<file path="src/rtl/shift_add_multiplier.sv">
// Iterative signed shift-and-add multiplier.
// The operand magnitudes are multiplied unsigned, one multiplier bit per
// cycle. The sign is applied once at the end. The result is the low WIDTH
// bits of the signed product, with a flag that is set when the product
// overflows WIDTH bits.
//
// Handshake (pulse style): a start is accepted on any rising edge where
// ctrl_MULT is high. This holds in every state, so a start during RUN or
// DONE abandons the operation in flight. data_resultRDY is a one-cycle pulse.
// It is asserted in the cycle after the DONE edge, WIDTH+1 edges after the
// start edge. busy is high from the start edge until the DONE edge.
module shift_add_multiplier #(
  parameter int WIDTH = 32
) (
  input  logic             clock,
  input  logic             reset_n,
  input  logic             ctrl_MULT,
  input  logic [WIDTH-1:0] data_operandA,
  input  logic [WIDTH-1:0] data_operandB,
  output logic [WIDTH-1:0] data_result,
  output logic             data_exception,
  output logic             data_resultRDY,
  output logic             busy
);

  localparam int PW = 2 * WIDTH;
  localparam int CW = $clog2(WIDTH) + 1;

  typedef enum logic [1:0] {
    IDLE = 2'd0,
    RUN  = 2'd1,
    DONE = 2'd2
  } state_t;

  state_t           state;
  logic [CW-1:0]    count;
  logic [PW-1:0]    acc;
  logic [PW-1:0]    mcand;
  logic [WIDTH-1:0] mplier;
  logic             sign_neg;

  logic [WIDTH-1:0] abs_a;
  logic [WIDTH-1:0] abs_b;
  logic [PW-1:0]    product;
  logic             overflow;

  // Operand magnitudes. The most negative value maps to 2^(WIDTH-1), which
  // still fits as an unsigned WIDTH-bit number, so no saturation is needed.
  // The signed product is then formed, and the overflow check requires that
  // the upper half plus the result sign bit are all copies of one bit.
  always_comb begin
    abs_a    = data_operandA[WIDTH-1] ? (~data_operandA + WIDTH'(1)) : data_operandA;
    abs_b    = data_operandB[WIDTH-1] ? (~data_operandB + WIDTH'(1)) : data_operandB;
    product  = sign_neg ? (~acc + PW'(1)) : acc;
    overflow = !((&product[PW-1:WIDTH-1]) || !(|product[PW-1:WIDTH-1]));
  end

  // Control FSM and datapath.
  // A start request takes priority over every state, including DONE.
  always_ff @(posedge clock or negedge reset_n) begin
    if (!reset_n) begin
      state          <= IDLE;
      count          <= '0;
      acc            <= '0;
      mcand          <= '0;
      mplier         <= '0;
      sign_neg       <= 1'b0;
      data_result    <= '0;
      data_exception <= 1'b0;
      data_resultRDY <= 1'b0;
      busy           <= 1'b0;
    end else begin
      data_resultRDY <= 1'b0;
      if (ctrl_MULT) begin
        sign_neg <= data_operandA[WIDTH-1] ^ data_operandB[WIDTH-1];
        mcand    <= {{WIDTH{1'b0}}, abs_a};
        mplier   <= abs_b;
        acc      <= '0;
        count    <= '0;
        busy     <= 1'b1;
        state    <= RUN;
      end else begin
        case (state)
          IDLE: begin
            busy <= 1'b0;
          end
          RUN: begin
            if (mplier[0]) begin
              acc <= acc + mcand;
            end
            mcand  <= {mcand[PW-2:0], 1'b0};
            mplier <= {1'b0, mplier[WIDTH-1:1]};
            count  <= count + CW'(1);
            if (count == CW'(WIDTH - 1)) begin
              state <= DONE;
            end
          end
          DONE: begin
            data_result    <= product[WIDTH-1:0];
            data_exception <= overflow;
            data_resultRDY <= 1'b1;
            busy           <= 1'b0;
            state          <= IDLE;
          end
          default: begin
            state <= IDLE;
            busy  <= 1'b0;
          end
        endcase
      end
    end
  end

endmodule

</file>
<file path="config.mk">
export PLATFORM = sky130hd
export DESIGN_NAME = shift_add_multiplier
export DESIGN_NICKNAME = d
export VERILOG_FILES = /design/src/rtl/shift_add_multiplier.sv
export SDC_FILE = /design/constraint.sdc
export NUM_CORES = 1
export LEC_CHECK = 0
export BUFFER_PORTS_ARGS = -buffer_cell sky130_fd_sc_hd__buf_2
export CAP_MARGIN = 10
export CORE_MARGIN = 2
export CORE_UTILIZATION = 24
export DETAILED_ROUTE_END_ITERATION = 16
export PLACE_DENSITY = 0.46
export SYNTH_ARGS = -nofsm -noshare
export SYNTH_HDL_FRONTEND = slang
export SYNTH_SLANG_ARGS = --single-unit
</file>
<file path="constraint.sdc">
create_clock -name clock -period 6.85 [get_ports clock]
set_input_delay 1.37 -clock clock [delete_from_list [all_inputs] [get_ports clock]]
set_output_delay 1.37 -clock clock [all_outputs]
set_load 0.05 [all_outputs]
</file>
==> run_results.csv <==
group,metric,value,unit
setup_path,end_kind,"flop",
die,row_count,91,
setup_path,critPathBufInv,0,
timing,period_share,0.7316,
routing,m1WireLength,23840,microns
clocking,cts_resized,0,
routing,top_layer,"met5",
clocking,clock_sinks,204,
synth,async_flop_share,1.000,
routing,drtIter0Drc,794,
pwr,intPower,2.597,mW
global_routing,grt_max_degree,104,
setup_path,crit_fanout,13,
routing,route.met2.wl,20280,microns
timing,fin_crit,5012,ps
routing,wl_met3,2443,microns
routing,dr_total_vias,13843,
pwr,power_density,230.7,nW/um^2
timing,setup_viol,0,
die,ios,102,
die,dieHeight,254.8,microns
synth,synth_top_cell_by_area,"dfrtp_1",
clocking,cts.path.max_buffers,3,
clocking,post-cts-setup-buffer-count,0,
finish,layout.nets,2047,
placed_design,globalplace.congestion,0.8937,
clocking,holdBufCountCts,0,
setup_path,critical-path-top-delay-family,"simple AND/OR/NAND/NOR gates",
global_routing,antenna_found_initial,4,
synth,synthFlopType,"dfrtp_1",
timing,maxSlewViolCount,0,
synth,synth-edff-count,0,
clocking,cts_buffers,28,
synth,syn-instance-count,1890,
finish,final_area,17270,sq um
setup_path,criticalPathCategory,"reg -> reg",
synth,syn-cell-area,15090,sq um
global_routing,gr-usage-all-layers,0.1458,
die,core,61940,sq um
pwr,vdd_drop_max,0.1840,mV
finish,syn2layout_area_growth,14.39,%
timing,tns,0,ps
timing,tightest_slew,1091,ps
finish,nFillCells,6787,
setup_path,cp-start-kind,"flop",
synth,ys_top_cells_by_count,"nand2_1, dfrtp_1, a21oi_1, o21ai_0, nor2_1",
pwr,p_clk_frac,0.374,
global_routing,overflow,0,
placed_design,post_dp_cell_area,16310,sq um
routing,routed_wl,47580,microns
die,start_util,0.2437,
synth,synth_most_common_cell,"nand2_1",
routing,wl_per_cell,17.18,microns
finish,fin_util,0.2787,
clocking,h-tree-depth,1,
synth,synth_top_area_share,0.3382,
synth,seq_area_frac_synth,0.3382,
setup_path,cp.arrival,5430,ps
pwr,p_leak,7.546,nW
timing,max_freq,0.1995,GHz
setup_path,crit_path_top_delay_cell,"nor4b_1",
timing,hold_viol_final,0,
pwr,swShare,0.3480,
outcome,status,"finished, final reports clean",
finish,multiInputGateArea,9419,sq um
clocking,clk_latency,570,ps
pwr,finalPower,3.984,mW
pwr,p_switching,1.386,mW
routing,remaining_drc_errors,0,
routing,dr.pass1.iters,5,
synth,yosysWarnings,0,
synth,synth_fp_nets,2025,
timing,rsz0062_at_grt,"no",
placed_design,hpwl,35000,microns
clocking,cts_tree,"yes",
clocking,cts-root-buf,"clkbuf_16",
routing,final_antenna_net_count,0,
synth,synthTopCellsByArea,"dfrtp_1, nand2_1, a21oi_1, ha_1, xnor2_1",
die,die_area,64910,sq um
synth,synth-seq-cells,204,
clocking,clkTransAtPathRegs,60,ps
setup_path,crit_chain,"or4_1, nor4b_1, nand4_1, or3_1, or4_4, xnor2_1, o41ai_1, o211ai_1, o41ai_1, a41oi_1",
die,dieWidth,254.8,microns
pwr,power_frac_seq,0.355,
synth,syn_avg_cell_area,7.986,sq um
timing,clock_skew,12.66,ps
global_routing,grt_pass1_vias,13377,
setup_path,critPathMaxStageDelay,860,ps
pwr,combPwrFrac,0.271,
synth,synth.distinct_cells,69,
worst_hold_path,hp-class,"reg -> reg",
routing,vias_per_cell,4.997,
placed_design,io_buffers,101,
finish,drive_above_1_share,0.09576,
global_routing,grt_pass1_wl,75980,microns
timing,maxSlewHeadroom,0.2722,
finish,regArea,5106,sq um
setup_path,critPathMostFrequentCell,"o41ai_1",
flow_run,maxCapViolCount,0,
setup_path,worstPathRequired,7270,ps
-- routing by layer --
layer	up-vias	global-route usage
met4	4	0.03743
met1	6655	0.2149
li1	6835	-
met5	-	0
met3	57	0.02235
met2	292	0.2203
-- final cells by class --
class	instances	area share
diodes	1	0.0001449
inverters	35	0.007609
clock inverters	11	0.007392
repair buffers	111	0.03529
flip-flops and latches	204	0.2957
clock buffers	39	0.04761
well taps	837	0.06066
multi-input cells	1532	0.5455
-- layout by cell type, fill, tap and decap left out, types with 29 or more instances in the layout --
cell type / n
nand2_1: 337
dfrtp_1: 203
a21oi_1: 200
o21ai_0: 139
nor2_1: 125
buf_2: 99
xnor2_1: 93
xor2_1: 71
ha_1: 67
mux2i_1: 54
nand4_1: 41
inv_1: 35
o31ai_1: 35
nand3_1: 34
a21o_1: 32
nor3_1: 29
-- power by group through the flow --
stage | registers, mW | clock network [mW] | logic [mW]
2_1_floorplan | 1.39 | 0 | 0.792
3_3_place_gp | 1.43 | 0 | 1.08
3_5_place_dp | 1.43 | 0 | 1.07
4_1_cts | 1.41 | 1.53 | 1.08
5_1_grt | 1.43 | 1.59 | 1.21
6_report | 1.42 | 1.49 | 1.08
-- worst reg2reg max path: cells and delay by family (launching register included) --
family          cells  cell delay [ps]
compound gates      4              910
xor+xnor            1              140
flops               1              420
simple gates        5             3400
-- registers in the layout, indices dropped and copies added (netlist names) --
| name | count |
|---|---|
| data_resultRDY | 1 |
| mplier | 32 |
| acc | 64 |
| state | 2 |
| sign_neg | 1 |
| data_result | 32 |
| data_exception | 1 |
| mcand | 64 |
| busy | 1 |
| count | 6 |
-- cell families after synthesis --
| logic type | count (synthesis) | synth area share |
|---|---|---|
| xor gates and xnor gates | 164 | 0.09517 |
| DFF | 204 | 0.3382 |
| buffers and inverters | 154 | 0.03929 |
| AOI/OAI and AO/OA | 540 | 0.2164 |
| muxes | 57 | 0.03805 |
| adders and majority gates | 68 | 0.05687 |
| and+or+nand+nor | 703 | 0.2160 |
-- worst paths after layout --
check	start	to	slack (ps)	depth (start not counted)
setup / recovery	acc[19]	data_exception	1840	10
min in group asynchronous	reset_n	mcand[18]	830	1
setup reg to reg	acc[19]	data_exception	1840	10
max in group asynchronous	reset_n	mcand[63]	4940	2
hold reg to reg	busy	busy	480	2
hold / removal	busy	busy	480	2
-- stage by stage --
stage          setup WS (ps)  std cells  hold slack (ps)
6_report                1838       2770            480.7
5_1_grt                 1536       2770            505.1
2_1_floorplan           2943       1890            472.5
3_3_place_gp            2022       2719            453.0
4_1_cts                 1908       2769            489.1
3_5_place_dp            1942       2719            470.2
Note: power is estimated with default switching activity, not from simulation.
